===== src/rtl/clk_div_ratio_ctrl_if.sv =====
// Request/acknowledge channel between a ratio requester and clk_div_ratio_ctrl.
// The requester uses the master modport and the controller uses the slave modport.
interface clk_div_ratio_ctrl_if #(
  parameter int RATIO_W = 8
);
  logic               I_req;
  logic [RATIO_W-1:0] I_req_ratio;
  logic               o_busy;
  logic               o_ack;
  logic               o_err;

  modport master (
    output I_req, I_req_ratio,
    input  o_busy, o_ack, o_err
  );

  modport slave (
    input  I_req, I_req_ratio,
    output o_busy, o_ack, o_err
  );
endinterface


===== src/rtl/clk_div_ratio_ctrl.sv =====
// Parks the integer clock divider at a low phase of its output, loads a new ratio, and re-enables it.
// Optional macro CLK_DIV_CTRL_ODD_REJECT_EN: odd ratios are rejected so that only even ratios are applied.
//
// state     | meaning
// BOOT      | enable held low for SETTLE_CYCLES after reset, then enable restored
// IDLE      | waiting for a ratio request
// CHECK     | request classified: reject, no change, or apply
// WAIT_EDGE | waiting for a divided-clock falling edge, bounded by EDGE_TIMEOUT
// LOAD      | enable low, new ratio driven to the divider
// SETTLE    | enable held low for SETTLE_CYCLES
// DONE      | ack (and err when rejected) pulse, busy released
module clk_div_ratio_ctrl #(
  parameter int RATIO_W       = 8,
  parameter int DEFAULT_RATIO = 2,
  parameter int SETTLE_CYCLES = 2,
  parameter int EDGE_TIMEOUT  = 1023
) (
  input  logic                 I_ref_clk,
  input  logic                 I_rst,
  clk_div_ratio_ctrl_if.slave  bus,
  input  logic                 I_div_clk,
  output logic                 o_clk_en,
  output logic [RATIO_W-1:0]   o_div_ratio
);

  localparam int SET_W = (SETTLE_CYCLES > 1) ? $clog2(SETTLE_CYCLES) : 1;
  localparam int TO_W  = (EDGE_TIMEOUT > 1) ? $clog2(EDGE_TIMEOUT) : 1;
  localparam logic [SET_W-1:0]   SET_LAST = SET_W'(SETTLE_CYCLES - 1);
  localparam logic [TO_W-1:0]    TO_LAST  = TO_W'(EDGE_TIMEOUT - 1);
  localparam logic [RATIO_W-1:0] RATIO_DEF = RATIO_W'(DEFAULT_RATIO);
  localparam logic [RATIO_W-1:0] RATIO_MIN = RATIO_W'(2);

  typedef enum logic [2:0] {
    S_BOOT, S_IDLE, S_CHECK, S_WAIT_EDGE, S_LOAD, S_SETTLE, S_DONE
  } state_t;

  state_t             r_state;
  logic [RATIO_W-1:0] r_req;
  logic [RATIO_W-1:0] r_ratio;
  logic [SET_W-1:0]   r_set_cnt;
  logic [TO_W-1:0]    r_to_cnt;
  logic               r_div_q;
  logic               r_clk_en;
  logic               r_busy;
  logic               r_ack;
  logic               r_err;

  logic w_edge;
  logic w_reject;

  assign w_edge = r_div_q & ~I_div_clk;

`ifdef CLK_DIV_CTRL_ODD_REJECT_EN
  assign w_reject = (r_req < RATIO_MIN) | r_req[0];
`else
  assign w_reject = (r_req < RATIO_MIN);
`endif

  always_ff @(posedge I_ref_clk) begin
    if (I_rst) begin
      r_state   <= S_BOOT;
      r_req     <= '0;
      r_ratio   <= RATIO_DEF;
      r_set_cnt <= '0;
      r_to_cnt  <= '0;
      r_div_q   <= 1'b0;
      r_clk_en  <= 1'b0;
      r_busy    <= 1'b1;
      r_ack     <= 1'b0;
      r_err     <= 1'b0;
    end else begin
      r_div_q <= I_div_clk;
      r_ack   <= 1'b0;
      r_err   <= 1'b0;
      case (r_state)
        S_BOOT: begin
          if (r_set_cnt == SET_LAST) begin
            r_clk_en <= 1'b1;
            r_busy   <= 1'b0;
            r_state  <= S_IDLE;
          end else begin
            r_set_cnt <= r_set_cnt + 1'b1;
          end
        end
        S_IDLE: begin
          if (bus.I_req) begin
            r_req   <= bus.I_req_ratio;
            r_busy  <= 1'b1;
            r_state <= S_CHECK;
          end
        end
        S_CHECK: begin
          if (w_reject) begin
            r_ack   <= 1'b1;
            r_err   <= 1'b1;
            r_state <= S_DONE;
          end else if (r_req == r_ratio) begin
            r_ack   <= 1'b1;
            r_state <= S_DONE;
          end else begin
            r_to_cnt <= '0;
            r_state  <= S_WAIT_EDGE;
          end
        end
        S_WAIT_EDGE: begin
          // A stuck divided clock still gets parked once the timeout expires.
          if (w_edge || (r_to_cnt == TO_LAST)) begin
            r_clk_en <= 1'b0;
            r_state  <= S_LOAD;
          end else begin
            r_to_cnt <= r_to_cnt + 1'b1;
          end
        end
        S_LOAD: begin
          r_ratio   <= r_req;
          r_set_cnt <= '0;
          r_state   <= S_SETTLE;
        end
        S_SETTLE: begin
          if (r_set_cnt == SET_LAST) begin
            r_clk_en <= 1'b1;
            r_ack    <= 1'b1;
            r_state  <= S_DONE;
          end else begin
            r_set_cnt <= r_set_cnt + 1'b1;
          end
        end
        S_DONE: begin
          r_busy  <= 1'b0;
          r_state <= S_IDLE;
        end
        default: r_state <= S_BOOT;
      endcase
    end
  end

  assign o_clk_en    = r_clk_en;
  assign o_div_ratio = r_ratio;
  assign bus.o_busy  = r_busy;
  assign bus.o_ack   = r_ack;
  assign bus.o_err   = r_err;

endmodule


===== src/flat_wrapper.sv =====
// flat-port wrapper written by rule: the top's interface ports become plain ports
module clk_div_ratio_ctrl_flat 
#(
  parameter int RATIO_W       = 8,
  parameter int DEFAULT_RATIO = 2,
  parameter int SETTLE_CYCLES = 2,
  parameter int EDGE_TIMEOUT  = 1023
)
  (I_ref_clk, I_rst, I_div_clk, o_clk_en, o_div_ratio, bus_I_req, bus_I_req_ratio, bus_o_busy, bus_o_ack, bus_o_err);
  clk_div_ratio_ctrl_if #(.RATIO_W(RATIO_W)) bus_i ();
  input  logic I_ref_clk;
  input  logic I_rst;
  input  logic I_div_clk;
  output logic o_clk_en;
  output logic [RATIO_W-1:0] o_div_ratio;
  input wire logic [$bits(bus_i.I_req)-1:0] bus_I_req;
  input wire logic [$bits(bus_i.I_req_ratio)-1:0] bus_I_req_ratio;
  output wire logic [$bits(bus_i.o_busy)-1:0] bus_o_busy;
  output wire logic [$bits(bus_i.o_ack)-1:0] bus_o_ack;
  output wire logic [$bits(bus_i.o_err)-1:0] bus_o_err;
  assign bus_i.I_req = bus_I_req;
  assign bus_i.I_req_ratio = bus_I_req_ratio;
  assign bus_o_busy = bus_i.o_busy;
  assign bus_o_ack = bus_i.o_ack;
  assign bus_o_err = bus_i.o_err;
  clk_div_ratio_ctrl #(.RATIO_W(RATIO_W), .DEFAULT_RATIO(DEFAULT_RATIO), .SETTLE_CYCLES(SETTLE_CYCLES), .EDGE_TIMEOUT(EDGE_TIMEOUT)) u_core (.I_ref_clk(I_ref_clk), .I_rst(I_rst), .bus(bus_i), .I_div_clk(I_div_clk), .o_clk_en(o_clk_en), .o_div_ratio(o_div_ratio));
endmodule

===== config.mk =====
export PLATFORM = sky130hd
export DESIGN_NAME = clk_div_ratio_ctrl_flat
export DESIGN_NICKNAME = d
export VERILOG_FILES = /design/src/rtl/clk_div_ratio_ctrl_if.sv /design/src/rtl/clk_div_ratio_ctrl.sv /design/src/flat_wrapper.sv
export SDC_FILE = /design/constraint.sdc
export NUM_CORES = 1
export LEC_CHECK = 0
export CORE_MARGIN = 10
export CORE_UTILIZATION = 35
export CTS_CLUSTER_SIZE = 8
export DETAILED_ROUTE_END_ITERATION = 8
export REMOVE_ABC_BUFFERS = 1
export SYNTH_ARGS = -nofsm -noshare
export SYNTH_HDL_FRONTEND = slang
export SYNTH_SLANG_ARGS = --single-unit
export TNS_END_PERCENT = 30

===== constraint.sdc =====
create_clock -name I_ref_clk -period 2.3 [get_ports I_ref_clk]
set_input_delay 0.46 -clock I_ref_clk [delete_from_list [all_inputs] [get_ports I_ref_clk]]
set_output_delay 0.46 -clock I_ref_clk [all_outputs]
set_load 0.02 [all_outputs]

==> impl_summary.txt, run 1 <==
----------------------------------------------------
[Global routing]
  Number of antenna violations at the first check in global routing ... 0
  First-pass GRT wire length ... 6.78 mm
  Global routing usage on met3 ... 2.74%
  Total grt overflow ... 0
  M1 GR Usage ... 12.7%
  Overall routing resource usage ... 10.0%
  Global route hottest layer ... met2
  Via count of the first global-routing pass ... 1418
  Met2 usage ... 15.1%
  Pin count of the biggest net entering global routing ... 22

[Timing]
  Final number of hold-violating endpoints ... 0
  Final cycle utilization of the critical path ... 83.4%
  Fmax achieved ... 521 MHz
  Total negative slack for setup checks ... 0 ns
  Setup repair after global routing missed its margin ... false
  Worst slew pin tran ... 0.677 ns
  Final setup violation count ... 0
  Max-slew violations ... 0
  Worst path setup slack after routing ... 0.381 ns
  Min cycle time layout ... 1.92 ns
  Relative max-transition margin ... 54.8%
  Worst Clk Skew ... 0.00549 ns

[Routing]
  Number of nets with antenna violations after detailed routing ... 0
  Vias/cell ... 5.05
  Final routed DRC violation total ... 0
  Post-detailed-route wirelength per cell ... 13.8 um
  1st-pass router iterations ... 4
  First DRT Iteration DRCs ... 64
  Count of vias placed by the detailed router ... 1438
  Final wirelength ... 3.94 mm

[Logic synthesis]
  Area leader, netlist ... dfxtp_1
  Ys Warns ... 0
  Cell types with the largest area share after synthesis ... dfxtp_1 41%, nand2_1 6.8%, xnor2_1 5.1%
  Number of library cell types mapped by synthesis ... 50
  Share of the synthesized area in the top cell type ... 40.8%
  Area of the mapped netlist ... 1720 sq um
  Top FF cell, synth ... dfxtp_1
  Number of synthesized flops with an enable pin ... 0
  Synthesized area per cell ... 8.89 sq um
  Proportion of register bits with asynchronous set or reset after synthesis ... 0%
  Number of flip-flops and latches in the synthesized netlist ... 35
  Number of standard cells after synthesis ... 193
  Fraction of the yosys area taken by sequential cells ... 40.8%

[Worst setup path]
  Worst endpoint data arrival time ... 2.10 ns
  Required time of the critical path ... 2.48 ns
  Cells along the critical path ... ha_1 -> nand4_1 -> o32ai_4 -> nor3_1 -> nor3b_1 -> a221o_1
  Largest incremental delay on the critical path ... 0.53 ns
  Max FO, Critical Path ... 13
  Setup slack on the worst flop-to-flop path ... 0.38 ns
  Category of the most critical setup path ... reg -> reg
  Worst Setup End Kind ... flop
  Cell type of the slowest stage on the worst timing path ... o32ai_4
  Sort of element at the start of the critical path ... flop

[Flow run]
  Max-Cap Viols ... 0

[Clocking]
  Hold buffer count at CTS ... 0
  CTS clock-pin slew for the worst setup and hold paths ... 0.07 ns
  Root Buffer ... clkbuf_8
  Num CTS Buffers ... 5
  Clock tree from TritonCTS ... built
  Quantity of gates resized following cts ... 0
  Post-CTS setup buffer count ... 0
  Number of clock sinks ... 35
  Largest buffer count on any clock path ... 2
  Later-pin clock latency in the skew report ... 0.29 ns
  Number of H-tree levels ... 2

[Cells and area]
  Area growth syn-to-layout ... 20.6%
  Leading cell type in the layout, fill and taps excluded ... dfxtp_1
  Post-layout utilization of the core ... 43.8%
  Proportion of layout cells with a drive suffix above 1 ... 8.72%
  NumNets Final ... 231
  Leading cell types in the layout, fill and taps excluded ... 35 x dfxtp_1, 31 x nand2_1, 23 x clkdlybuf4s50_1
  Filler instances ... 496
  Antenna diode count ... 0

[Die]
  Die X ... 90.0 um
  Num ports ... 24
  Die footprint ... 8100 sq um
  Num rows ... 25
  Height of the die ... 90.0 um
  Area of the core region ... 4720 sq um
  Initial core utilization ... 36.3%

[Placed design]
  Post-DP HPWL ... 2.88 mm
  Total of buffers placed on input and output ports ... 23
  Minimum setup slack after placement ... 0.351 ns
  Routability cong. ... 0.802

[Min path]
  Classification of the worst-slack hold path ... reg -> reg

[Power]
  Maximum vdd drop ... 0.358 mV
  P per Cell Area ... 813 nW/um^2
  Lkg Pwr ... 0.694 nW

[Run status]
  Run status ... finished clean

----------------------------------------------------
-- where the power goes --
group,switching [mW],total [mW],internal (mW)
Clock,0.216,0.428,0.212
Sequential,0.104,0.774,0.670
Combinational,0.265,0.479,0.214
Total,0.585,1.68,1.10
-- layout make-up --
| class | count | area [sq um] | share of cell area (%) |
|---|---|---|---|
| sequential | 35 | 701 | 33.9 |
| clock inverter | 1 | 5.00 | 0.242 |
| multi-input combinational | 143 | 927 | 44.8 |
| tap | 67 | 83.8 | 4.05 |
| timing repair buffer | 26 | 253 | 12.2 |
| clock buffer | 7 | 76.3 | 3.69 |
| inverter | 6 | 22.5 | 1.09 |
-- worst paths after layout --
| kind | endpoint | start | depth (start not counted) |
|---|---|---|---|
| worst min register to register | u_core.bus.o_busy | u_core.bus.o_busy | 1 |
| worst max-delay path | u_core.r_to_cnt[5] | u_core.r_to_cnt[1] | 6 |
| worst min-delay path | u_core.bus.o_busy | u_core.bus.o_busy | 1 |
| worst max register to register | u_core.r_to_cnt[5] | u_core.r_to_cnt[1] | 6 |
-- sequential cells by signal, summed over array words and instances (netlist names) --
name,cells
u_core.o_div_ratio,8
u_core.bus.o_busy,1
u_core.bus.o_ack,1
u_core.bus.o_err,1
u_core.r_req,8
u_core.r_state,3
u_core.r_div_q,1
u_core.o_clk_en,1
u_core.r_set_cnt,1
u_core.r_to_cnt,10
-- logic make-up (layout without fill, tap and decap cells) --
logic type / count (synthesis) / count (layout) / synth area share, %
simple gates: 83 / 83 / 25.0
compound gates: 39 / 39 / 17.3
flops: 35 / 35 / 40.8
buf+inv: 15 / 40 / 5.10
xor+xnor: 11 / 11 / 5.62
mux: 8 / 8 / 4.67
fa+ha+maj: 2 / 2 / 1.46
-- metal layers --
layer	part of all wire, %	up-vias
met3	3.4	6
met1	50	668
met4	2.0	0
li1	-	740
met5	0	-
met2	44	24
-- synth_stat cells (all sizes together), types with 2 or more instances --
cell type,n
nor2b,2
and3,2
dfxtp,35
a211o,2
nor3,6
xnor2,10
inv,6
mux2i,8
a31oi,4
nor3b,2
clkbuf,2
nor4,6
nand2b,2
o22a,5
nand3,5
a21oi,12
o21ai,4
nor2,17
buf,7
ha,2
nand2,32
nand4,6
-- worst max-delay path, delay by kind of cell (launching register included) --
kind	cells	cell delay (ns)
simple gates	3	0.45
compound gates	2	0.79
fa+ha+maj	1	0.16
flops	1	0.40
-- per-stage QoR --
stage          area [sq um]  power [mW]  hold slack, ns  instances
2_1_floorplan          1650        1.10           0.455        184
3_3_place_gp           1990        1.27           0.448        277
3_5_place_dp           1990        1.27           0.453        277
4_1_cts                2070        1.70           0.471        285
5_1_grt                2070        1.80           0.519        285
6_report               2070        1.68           0.465        285
(Power assumes the default switching activity.)
==> run 2, diff against run 1 <==
==> constraint.sdc (replaced) <==
create_clock -name I_ref_clk -period 2 [get_ports I_ref_clk]
set_input_delay 0.4 -clock I_ref_clk [delete_from_list [all_inputs] [get_ports I_ref_clk]]
set_output_delay 0.4 -clock I_ref_clk [all_outputs]
set_load 0.02 [all_outputs]
==> run 2 against run 1 <==
Compared with the run above:
- hold slack improved by 0.0072 ns
- sequential power increased by 12%
- setup slack got worse by 0.17 ns
- clock power increased by 21%
- clock skew decreased by 0.0045 ns
- clock-buffer cell count decreased by 1
- critical path depth increased by 1
- global-route usage about the same
- highest routed layer unchanged
- sequential share of layout area decreased by 0.78 points
- flip-flop and latch count unchanged
- total power increased by 18%
==> impl_summary.txt, run 2 (synthesis results as in run 1) <==
----------------------------------------------------
[Cells and area]
  Area growth syn-to-layout ... 23.4%
  Filler instances ... 487 (-1.8%)
  Most flops, register ... u_core.r_to_cnt
  NumNets Final ... 235 (+1.7%)
  Leading cell type in the layout, fill and taps excluded ... dfxtp_1
  Antenna diode count ... 0 (unchanged)
  Proportion of layout cells with a drive suffix above 1 ... 10.9% (+2.1 points)
  Post-layout utilization of the core ... 44.8% (+1.0 points)
  Number of standard cells in the layout, taps in and fillers out ... 288 (+1.1%)
  Leading cell types in the layout, fill and taps excluded ... 35 x dfxtp_1, 31 x nand2_1, 23 x clkdlybuf4s50_1
  Summed area of non-filler cells in the final layout ... 2120 sq um (+2.4%)
  Flip-flop count of the largest register after layout ... 10 (unchanged)
  Area of the multi-input gates ... 927 sq um (unchanged)
  Sequential cell area ... 701 sq um (unchanged)

[Timing]
  Max-slew violations ... 0 (unchanged)
  Final setup violation count ... 0 (unchanged)
  Worst Clk Skew ... 0.00103 ns (-0.00447 ns)
  Fmax achieved ... 558 MHz (+7.0%)
  Worst slew pin tran ... 0.463 ns (-0.214 ns)
  WHS ... 0.472 ns (+0.00721 ns)
  Worst path setup slack after routing ... 0.207 ns (-0.174 ns)
  Setup repair after global routing missed its margin ... false
  Min cycle time layout ... 1.79 ns (-0.126 ns)
  Final number of hold-violating endpoints ... 0 (unchanged)
  Total negative slack for setup checks ... 0 ns (unchanged)
  Final cycle utilization of the critical path ... 89.7% (+6.2 points)
  Relative max-transition margin ... 68.9% (+14 points)

[Die]
  Area of the core region ... 4720 sq um (unchanged)
  Die footprint ... 8100 sq um (unchanged)
  Num rows ... 25 (unchanged)
  Height of the die ... 90.0 um (unchanged)
  Initial core utilization ... 36.3% (unchanged)
  Num ports ... 24 (unchanged)
  Die X ... 90.0 um (unchanged)

[Power]
  Comb pwr share ... 30.3% (+1.8 points)
  Internal cell power ... 1.31 mW (+19%)
  Power spent charging and discharging nets ... 681 uW (+16%)
  P per Cell Area ... 939 nW/um^2 (+15%)
  Maximum vdd drop ... 0.421 mV (+18%)
  Share of total power in the clock network ... 26.1% (+0.6 points)
  Total power consumption of the routed design ... 1.99 mW (+18%)
  Lkg Pwr ... 0.724 nW (+4.3%)
  Sw Ratio ... 34.2% (-0.53 points)
  Power share of the sequential group ... 43.6% (-2.4 points)

[Clocking]
  Quantity of gates resized following cts ... 0 (unchanged)
  Hold buffer count at CTS ... 0 (unchanged)
  Root Buffer ... clkbuf_8
  Largest buffer count on any clock path ... 2 (unchanged)
  Number of clock sinks ... 35 (unchanged)
  Clock tree from TritonCTS ... built
  CTS clock-pin slew for the worst setup and hold paths ... 0.07 ns (about the same)
  Post-CTS setup buffer count ... 0 (unchanged)
  Later-pin clock latency in the skew report ... 0.28 ns (about the same)
  Num CTS Buffers ... 5 (unchanged)
  Number of H-tree levels ... 2 (unchanged)

[Placed design]
  Minimum setup slack after placement ... 0.0974 ns (-0.254 ns)
  Total of buffers placed on input and output ports ... 23 (unchanged)
  Post-DP HPWL ... 2.89 mm (+0.28%)
  Cell area reported after detailed placement ... 2030 sq um (+2.1%)
  Number of cells in the design after placement ... 281 (+1.4%)
  Routability cong. ... 0.758 (-5.5%)

[Routing]
  Count of vias placed by the detailed router ... 1454 (+1.1%)
  First DRT Iteration DRCs ... 87 (+36%)
  Post-detailed-route wirelength per cell ... 13.6 um (-1.5%)
  Vias/cell ... 5.05 (about the same)
  Final wirelength ... 3.92 mm (-0.51%)
  Final routed DRC violation total ... 0 (unchanged)
  1st-pass router iterations ... 4 (unchanged)
  Number of nets with antenna violations after detailed routing ... 0 (unchanged)

[Min path]
  Classification of the worst-slack hold path ... reg -> reg

[Global routing]
  Overall routing resource usage ... 10.0% (about the same)
  First-pass GRT wire length ... 6.79 mm (+0.10%)
  Via count of the first global-routing pass ... 1395 (-1.6%)
  Number of antenna violations at the first check in global routing ... 0 (unchanged)
  Total grt overflow ... 0 (unchanged)
  Pin count of the biggest net entering global routing ... 17 (-23%)

[Flow run]
  Max-Cap Viols ... 0 (unchanged)

[Worst setup path]
  Worst endpoint data arrival time ... 1.97 ns (-0.13 ns)
  Sort of element at the start of the critical path ... flop
  Setup slack on the worst flop-to-flop path ... 0.21 ns (-0.17 ns)
  Required time of the critical path ... 2.17 ns (-0.31 ns)
  Category of the most critical setup path ... reg -> reg
  Max FO, Critical Path ... 9 (-4)
  Worst Setup End Kind ... flop

[Run status]
  Run status ... finished clean

----------------------------------------------------
[run 2: final cells by class]
cell class                      count  area share (%)
Timing Repair Buffer               30            13.9
Multi-Input combinational cell    143            43.8
Clock buffer                        6            3.90
Sequential cell                    35            33.1
Tap cell                           67            3.96
Inverter                            6            1.06
Clock inverter                      1           0.236
[run 2: per-layer routing]
metal	share of wire, %	global-route usage, %	wire (um)
met5	0	0	0
met3	3.2	2.83	125
met1	50	12.8	1970
met2	45	15.1	1770
met4	1.2	4.77	48
[run 2: final timing paths]
kind                           start            endpoint  cells past startpoint
hold / removal     u_core.bus.o_busy   u_core.bus.o_busy                      1
setup reg to reg  u_core.r_to_cnt[0]  u_core.r_to_cnt[5]                      7
hold reg to reg    u_core.bus.o_busy   u_core.bus.o_busy                      1
setup / recovery  u_core.r_to_cnt[0]  u_core.r_to_cnt[5]                      7
[run 2: critical path: stages (launching register included)]
cell and delay [ns]:
dfxtp_1 0.36, inv_1 0.07, ha_1 0.13, nand4_1 0.15
o32ai_4 0.43, nor3_1 0.13, nor3b_1 0.16, a221o_1 0.25
[run 2: power groups by stage]
stage,clock network (mW),logic [mW],registers [mW]
final,0.519,0.602,0.867
after global routing,0.565,0.667,0.880
after CTS,0.526,0.607,0.864
after floorplan,0,0.351,0.909
after global placement,0,0.604,0.881
after detailed placement,0,0.602,0.880
